`config.mk`:
```
export PLATFORM = sky130hd
export DESIGN_NAME = hmsg_sink
export DESIGN_NICKNAME = d
export VERILOG_FILES = /design/src/rtl/hmsg_sink_pkg.sv /design/src/rtl/hmsg_sink_red_calc.sv /design/src/rtl/hmsg_sink.sv
export SDC_FILE = /design/constraint.sdc
export NUM_CORES = 1
export LEC_CHECK = 0
export CAP_MARGIN = 20
export CORE_MARGIN = 5
export CORE_UTILIZATION = 32
export CTS_CLUSTER_DIAMETER = 200
export CTS_CLUSTER_SIZE = 28
export DETAILED_ROUTE_END_ITERATION = 10
export PLACE_DENSITY = 0.64
export SLEW_MARGIN = 10
export SYNTH_ARGS = -nofsm -noshare
export SYNTH_HDL_FRONTEND = slang
export SYNTH_SLANG_ARGS = --single-unit
```
`constraint.sdc`:
```
create_clock -name gch_clk -period 1.9 [get_ports gch_clk]
set_clock_uncertainty 0.1 [all_clocks]
set_input_delay 0.38 -clock gch_clk [delete_from_list [all_inputs] [get_ports gch_clk]]
set_output_delay 0.38 -clock gch_clk [all_outputs]
set_load 0.05 [all_outputs]
```
`src/rtl/hmsg_sink_pkg.sv`:
```
// Shared definitions for the hmsg sink: default field widths and sink state encoding.
package hmsg_sink_pkg;

    localparam int NS_ADDRESS_SIZE = 8;
    localparam int NS_DATA_SIZE    = 8;
    localparam int NS_REDUN_SIZE   = 4;

    typedef enum logic [1:0] {
        ST_INIT = 2'd0,
        ST_IDLE = 2'd1,
        ST_HOLD = 2'd2
    } sink_state_t;

endpackage

```
`src/rtl/hmsg_sink_red_calc.sv`:
```
// Expected redundancy: low RSZ bits of src + dst + dat, all zero-extended to max(ASZ,DSZ)+2 bits.
module hmsg_red_calc #(
    parameter int ASZ = 8,
    parameter int DSZ = 8,
    parameter int RSZ = 4
) (
    input  logic [ASZ-1:0] src,
    input  logic [ASZ-1:0] dst,
    input  logic [DSZ-1:0] dat,
    output logic [RSZ-1:0] red
);

    localparam int SW = ((ASZ > DSZ) ? ASZ : DSZ) + 2;

    assign red = RSZ'(SW'(src) + SW'(dst) + SW'(dat));

endmodule

```
`src/rtl/hmsg_sink.sv`:
```
// Leaf message sink on a two-phase req/ack channel with capture, counters and throttled ack.
// Define NS_SINK_CHECK_EN to build in destination/redundancy checking (err_cnt, err_flag).
module hmsg_sink
    import hmsg_sink_pkg::*;
#(
    parameter int MY_LOCAL_ADDR = 0,
    parameter int ASZ           = NS_ADDRESS_SIZE,
    parameter int DSZ           = NS_DATA_SIZE,
    parameter int RSZ           = NS_REDUN_SIZE,
    parameter int ACK_DELAY     = 0,
    parameter int CNT_W         = 16
) (
    input  logic             gch_clk,
    input  logic             gch_reset,
    output logic             gch_ready,
    input  logic [ASZ-1:0]   rcv0_src,
    input  logic [ASZ-1:0]   rcv0_dst,
    input  logic [DSZ-1:0]   rcv0_dat,
    input  logic [RSZ-1:0]   rcv0_red,
    input  logic             rcv0_req_in,
    output logic             rcv0_ack_out,
    input  logic             stall_in,
    output logic [ASZ-1:0]   last_src,
    output logic [DSZ-1:0]   last_dat,
    output logic [CNT_W-1:0] rcv_cnt,
    output logic [CNT_W-1:0] err_cnt,
    output logic             err_flag
);

    sink_state_t state;
    logic [7:0]  delay_cnt;
    logic        accept;

    assign accept = (state == ST_IDLE) && (rcv0_req_in != rcv0_ack_out);

    // Fields are only sampled on the accepting edge; the ack waits out the delay and any stall.
    always_ff @(posedge gch_clk or negedge gch_reset) begin
        if (!gch_reset) begin
            state        <= ST_INIT;
            gch_ready    <= 1'b0;
            rcv0_ack_out <= 1'b0;
            last_src     <= '0;
            last_dat     <= '0;
            rcv_cnt      <= '0;
            delay_cnt    <= '0;
        end else begin
            case (state)
                ST_INIT: begin
                    gch_ready <= 1'b1;
                    state     <= ST_IDLE;
                end
                ST_IDLE: begin
                    if (accept) begin
                        last_src  <= rcv0_src;
                        last_dat  <= rcv0_dat;
                        if (rcv_cnt != '1)
                            rcv_cnt <= rcv_cnt + 1'b1;
                        delay_cnt <= 8'(ACK_DELAY);
                        state     <= ST_HOLD;
                    end
                end
                ST_HOLD: begin
                    if (delay_cnt == 8'd0 && !stall_in) begin
                        rcv0_ack_out <= ~rcv0_ack_out;
                        state        <= ST_IDLE;
                    end else if (delay_cnt != 8'd0) begin
                        delay_cnt <= delay_cnt - 8'd1;
                    end
                end
                default: state <= ST_INIT;
            endcase
        end
    end

`ifdef NS_SINK_CHECK_EN
    logic [RSZ-1:0] exp_red;
    logic           check_fail;

    hmsg_red_calc #(
        .ASZ(ASZ),
        .DSZ(DSZ),
        .RSZ(RSZ)
    ) u_red_calc (
        .src(rcv0_src),
        .dst(rcv0_dst),
        .dat(rcv0_dat),
        .red(exp_red)
    );

    assign check_fail = (rcv0_dst != ASZ'(MY_LOCAL_ADDR)) || (rcv0_red != exp_red);

    // A message with both a bad address and bad redundancy still counts as one error.
    always_ff @(posedge gch_clk or negedge gch_reset) begin
        if (!gch_reset) begin
            err_cnt  <= '0;
            err_flag <= 1'b0;
        end else if (accept && check_fail) begin
            err_flag <= 1'b1;
            if (err_cnt != '1)
                err_cnt <= err_cnt + 1'b1;
        end
    end
`else
    logic unused_fields;

    assign unused_fields = ^{rcv0_dst, rcv0_red};
    assign err_cnt       = '0;
    assign err_flag      = 1'b0;
`endif

endmodule
```
==> key figures, run 1 <==
Detailed routing
  • Routed WL per cell: 12.3 um
  • Via density: 4.49
  • Initial DRC count: 28
  • Residual DRC count: 0
  • Pre-Repair DR Iteration Count: 4
  • Total Wirelength: 4560 um
  • Post-route ant nets: 0
  • Vias: 1661

Floorplanning
  • CORE AREA: 0.00668 mm2
  • Starting Density: 32.4%
  • Total Die Area: 0.00850 mm2
  • I/O Pins: 83
  • Horiz. Die Dim: 92.2 um
  • Row count: 30
  • Die H: 92.2 um

Pwr
  • Max VDD drop: 0.877 mV
  • Pwr/cell area: 1660 mW/mm2
  • Pleak: 1.37 nW

CTS
  • Root buf cell: clkbuf_8
  • Clock sink count: 44
  • H-Tree Depth: 2
  • Worst-case clock buffer depth: 2
  • TritonCTS clock tree: done
  • Reg clk slew, reported paths: 0.07 ns
  • Num CTS Buffers: 5
  • Worst skew pair latency: 0.29 ns

Synth
  • Post-synth EDFFs: 0
  • Cell Area, Synth: 0.00216 mm2
  • Distinct cells, synth: 38
  • Yosys reg bits: 44
  • YS warnings: 0
  • Main flop type after synthesis: dfrtp_1
  • Async set or reset register ratio after synthesis: 100%
  • Syn Area/Cell: 9.92 um2
  • Synth Instances: 218
  • Post-synthesis sequential area ratio: 50.9%

Placed design
  • DP Wirelength: 3490 um
  • RD Place Congestion: 0.713
  • Inst Count DP: 359
  • Port bufs: 53

Cells and area
  • Area of the multi-input gates: 951 um2
  • Most frequent cells in the layout: 52 x nand2_1, 52 x buf_4, 35 x dfrtp_1
  • Layout cell share with drive strength beyond 1: 29.0%
  • Nets: 324
  • Synthesis-to-finish area growth: 32.4%
  • Layout Utilization: 42.9%
  • ANT cells: 0
  • Flip-flop and latch area: 0.00111 mm2
  • Final-layout fill cell count: 661
  • Finished Layout Cells: 370

Setup path
  • Reg2Reg Depth: 6
  • Critical path fanouts, max: 8
  • CP endpoint kind: flop
  • CP Data Required Time: 1.98 ns
  • Critical Path Start Type: flop
  • Critical Path AT: 1.88 ns
  • Setup CP Type: flop to flop

Timing
  • Fin. Hold Viols: 0
  • RSZ-0062 raised after global routing: yes
  • Tmin final: 1.80 ns
  • Final Cycle Share: 94.8%
  • Max Clock Freq: 555 MHz
  • Final setup viols: 0
  • Max-slew violation count: 0

Global route
  • Largest net degree at the start of global routing: 22
  • First-pass GRT wire length: 7580 um
  • Total Routing Usage GR: 11.2%
  • Grt total ovfl: 0
  • Initial antenna violation count: 0
  • Vias in the first global route: 1718

Min path
  • Hold Path Class: flop to flop
  • Cells on Worst Hold Path: 2

Job
  • Max-cap violations: 0

Status
  • Outcome: completed
path summary, 6_finish.rpt:
check / startpoint / to / slack (ns)
max in group asynchronous: gch_reset / rcv0_ack_out / 0.72
min in group asynchronous: gch_reset / rcv_cnt[10] / 0.41
min reg2reg: last_dat[3] / last_dat[3] / 0.38
max reg2reg: delay_cnt[0] / delay_cnt[3] / 0.1
max: delay_cnt[0] / delay_cnt[3] / 0.1
min: last_dat[3] / last_dat[3] / 0.38
report_power, final:
group          switching, mW  internal, mW  leakage, nW
Sequential             0.295          1.29        0.536
Combinational           1.72         0.874        0.787
Clock                  0.308         0.258       0.0422
Total                   2.32          2.42         1.37
registers in the layout, indices dropped and copies added, names as in the netlist:
signal        flops
delay_cnt         8
state             2
rcv_cnt          16
last_dat          8
rcv0_ack_out      1
gch_ready         1
last_src          8
final cells by class:
| type | instances | share of cell area (%) |
|---|---|---|
| sequential | 44 | 38.8 |
| multi-input combinational | 161 | 33.2 |
| timing repair buffer | 73 | 21.1 |
| tap | 80 | 3.49 |
| clock buffer | 7 | 2.66 |
| inverter | 4 | 0.524 |
| clock inverter | 1 | 0.175 |
Yosys cell counts (all sizes together) (2+ instances only):
library cell,number,area (um2)
nand2b,2,12.5
nand3,9,50.1
nand4,8,50.1
xnor2,4,35.0
nor3,7,40.0
nor4,7,77.6
nor2b,4,25.0
or2,2,15.0
dfrtp,44,1100
xor2,18,158
o211ai,2,15.0
clkbuf,7,37.5
buf,18,139
nor2,10,37.5
ha,3,37.5
o21ai,5,25.0
inv,4,15.0
nand2,52,195
per-layer routing:
layer	up-vias	global-route usage, %	routed length, um
li1	823	-	-
met1	783	12.7	1950
met2	50	19.3	2210
met3	5	3.77	333
met4	0	4.46	74
met5	-	0	0
critical path, cell delays in order (launching register included):
cell      delay [ns]
dfrtp_1         0.38
inv_1           0.08
ha_1            0.15
or4b_4          0.52
o211ai_1        0.24
xor2_1          0.17
nor2_1          0.06
stage by stage:
step	setup WS [ns]	area (um2)	TNS [ns]	power (mW)	hold WS [ns]
floorplan	0.00845	2240	0	3.37	-0.0156
global placement	-0.152	2750	-1.31	4.15	0.208
detailed placement	-0.182	2750	-1.82	4.20	0.213
CTS	0.0634	2840	0	4.81	0.386
global route	-0.00572	2870	-0.00883	5.09	0.409
finish	0.0990	2870	0	4.75	0.380
cells by family (layout without fill, tap and decap cells):
| family | Yosys count | after routing | synth area share [%] |
|---|---|---|---|
| adders and majority gates | 3 | 3 | 1.74 |
| and+or+nand+nor | 108 | 108 | 26.1 |
| buffers and inverters | 29 | 85 | 8.85 |
| muxes | 1 | 1 | 0.520 |
| DFF | 44 | 44 | 50.9 |
| xor gates and xnor gates | 22 | 22 | 8.91 |
| AOI/OAI and AO/OA | 10 | 10 | 2.83 |
| other | 1 | 17 | 0.173 |
what timing repair did:
item                       4_1_cts  5_1_grt
hold endpoints to repair        14        0
resized for setup                1        4
setup endpoints to repair        3        5
hold buffers                     1        0
setup buffers                    0        2
pin swaps                        0        1
Power figures use the tool's default switching activity.
==> run 2: changes to the inputs <==
SETUP_SLACK_MARGIN = 0.05   (was unset)
==> run 2 against run 1 <==
Final cell count grew 1.1%. Combinational power grew 4%. Total power grew 4.8%. Non-clock buffer count grew 4. Largest cell class unchanged. Global-route usage shrank 0.056 points. Clock power grew 25%. Sequential share of layout area shrank 1.2 points.
==> key figures, run 2 (synthesized netlist as in run 1, its figures left out) <==
Cells and area
  • Layout cell share with drive strength beyond 1: 31.6% (+2.7 points)
  • Synthesis-to-finish area growth: 37.0%
  • Register bank with the most flops: rcv_cnt
  • ANT cells: 0 (unchanged)
  • Finished Cell Area: 0.00296 mm2 (+3.4%)
  • Commonest non-fill, non-tap cell in the layout: buf_4
  • Most frequent cells in the layout: 54 x buf_4, 52 x nand2_1, 32 x dfrtp_1
  • Max reg flops: 16 (unchanged)
  • Nets: 328 (+1.2%)

Setup path
  • Critical-path cell list: clkdlybuf4s50_1, xnor2_1, or2_4, nor2_1, mux2_2
  • Critical path depth in cells: 5 (-1)
  • CP endpoint kind: flop
  • Reg2Reg Depth: 6 (unchanged)
  • Critical Path Start Type: primary input
  • Critical Path End: rcv_cnt[1]
  • Critical path fanouts, max: 10 (+2)
  • Buf/Inv on CP: 1 (unchanged)
  • Slowest stage delay, CP: 0.42 ns (-0.10 ns)
  • Critical Path AT: 1.87 ns (about the same)
  • Cell family with the largest share of critical-path delay: simple AND/OR/NAND/NOR gates
  • Reg2reg setup slack: 0.12 ns (+0.02 ns)
  • Worst r2r src: delay_cnt[0]
  • CP startpoint: rcv0_req_in
  • Slowest-stage cell, CP: clkdlybuf4s50_1
  • Setup CP Type: primary input to flop
  • R2r endpoint: rcv0_ack_out
  • CP Data Required Time: 1.99 ns (about the same)

Placed design
  • Port bufs: 53 (unchanged)
  • Placed Instance Area: 0.00277 mm2 (+0.77%)
  • RD Place Congestion: 0.751 (+5.3%)
  • DP Wirelength: 3310 um (-5.2%)

Global route
  • Initial antenna violation count: 0 (unchanged)
  • Total Routing Usage GR: 11.1% (-0.056 points)
  • Vias in the first global route: 1644 (-4.3%)
  • Largest net degree at the start of global routing: 40 (+82%)
  • Grt total ovfl: 0 (unchanged)
  • First-pass GRT wire length: 7570 um (about the same)

Pwr
  • PnR Total Power: 4.97 mW (+4.8%)
  • Pleak: 1.40 nW (+2.4%)
  • P_int: 2.63 mW (+8.5%)
  • Pwr/cell area: 1680 mW/mm2 (+1.4%)
  • Flop pwr share: 31.7% (-1.7 points)
  • Sw power: 2.35 mW (+1.0%)
  • Sw Ratio: 47.2% (-1.8 points)
  • Clk pwr share: 14.3% (+2.4 points)
  • Max VDD drop: 0.747 mV (-15%)
  • Part of the power in combinational logic: 54.0% (-0.7 points)

Timing
  • Worst hold slack: 0.342 ns (-0.0383 ns)
  • Fin. Hold Viols: 0 (unchanged)
  • Tmin final: 1.78 ns (-0.0163 ns)
  • Final setup viols: 0 (unchanged)
  • Setup_tns: 0 ns (unchanged)
  • Max-slew violation count: 0 (unchanged)
  • Final Cycle Share: 93.9% (-0.86 points)
  • RSZ-0062 raised after global routing: yes
  • Max Clock Freq: 560 MHz (+0.91%)

Floorplanning
  • Horiz. Die Dim: 92.2 um (unchanged)
  • Total Die Area: 0.00850 mm2 (unchanged)
  • Die H: 92.2 um (unchanged)
  • I/O Pins: 83 (unchanged)
  • CORE AREA: 0.00668 mm2 (unchanged)
  • Row count: 30 (unchanged)
  • Starting Density: 32.4% (unchanged)

Min path
  • Hold Path Class: primary input to asynchronous set/reset pin

Detailed routing
  • Post-route ant nets: 0 (unchanged)
  • Total Wirelength: 4520 um (-0.85%)
  • Vias: 1689 (+1.7%)
  • Initial DRC count: 32 (+14%)
  • Via density: 4.52 (+0.60%)
  • Routed WL per cell: 12.1 um (-1.9%)
  • Residual DRC count: 0 (unchanged)
  • Pre-Repair DR Iteration Count: 4 (unchanged)

CTS
  • Num CTS Buffers: 5 (unchanged)
  • Clock sink count: 44 (unchanged)
  • H-Tree Depth: 2 (unchanged)
  • Worst skew pair latency: 0.29 ns (about the same)
  • Root buf cell: clkbuf_8
  • TritonCTS clock tree: done
  • Worst-case clock buffer depth: 2 (unchanged)
  • Reg clk slew, reported paths: 0.08 ns (about the same)

Job
  • Max-cap violations: 0 (unchanged)

Status
  • Outcome: completed
[run 2: cell types whose count changed in the layout (fill, tap and decap cells not counted), sizes merged]
cell      change
bufinv        +1
clkbuf        -2
clkinvlp      +1
buf           +4
[run 2: timing repair]
item / in CTS / in global routing
resized for setup: 1 / 1
hold endpoints to repair: 5 / 0
setup endpoints to repair: 7 / 6
setup buffers: 0 / 7
pin swaps: 0 / 0
hold buffers: 1 / 0
[run 2: how the worst min path moves through the flow]
stage,from,endpoint,slack (ns),depth (start not counted)
global placement,gch_reset,rcv_cnt[4],0.12,1
CTS,gch_reset,rcv_cnt[4],0.33,2
floorplan,gch_reset,delay_cnt[0],-0.02,0
global route,gch_reset,rcv_cnt[2],0.37,2
detailed placement,gch_reset,rcv_cnt[4],0.12,1
finish,gch_reset,rcv_cnt[4],0.34,2
[run 2: final cells by class]
cell class                      instances  area, um2
Multi-Input combinational cell        161        960
Sequential cell                        44       1120
Tap cell                               80        100
Fill cell                             645       3720
Inverter                                4       15.0
Clock inverter                          3       42.5
Clock buffer                            5       68.8
Timing Repair Buffer                   77        661
[run 2: metal layers]
| metal | part of all wire [%] | vias to the layer above | track usage (%) | wire, um |
|---|---|---|---|---|
| li1 | - | 841 | - | - |
| met1 | 44 | 797 | 13.9 | 2000 |
| met2 | 48 | 46 | 17.9 | 2160 |
| met3 | 6.4 | 5 | 3.69 | 291 |
| met4 | 1.6 | 0 | 4.21 | 72 |
| met5 | 0 | - | 0 | 0 |
[run 2: power by group through the flow]
stage,sequential (mW),combinational [mW],clock (mW)
floorplan,2.45,0.933,0
global placement,1.60,2.58,0
detailed placement,1.60,2.63,0
CTS,1.60,2.64,0.740
global route,1.63,2.90,0.781
finish,1.58,2.69,0.709
[run 2: stage by stage]
stage          setup WS [ns]  instances  utilization, %
6_report               0.115        374            44.3
5_1_grt              0.00987        374            44.3
4_1_cts               0.0504        367            43.3
3_5_place_dp          -0.174        358            41.4
3_3_place_gp          -0.174        358            41.4
2_1_floorplan         0.0514        234               -
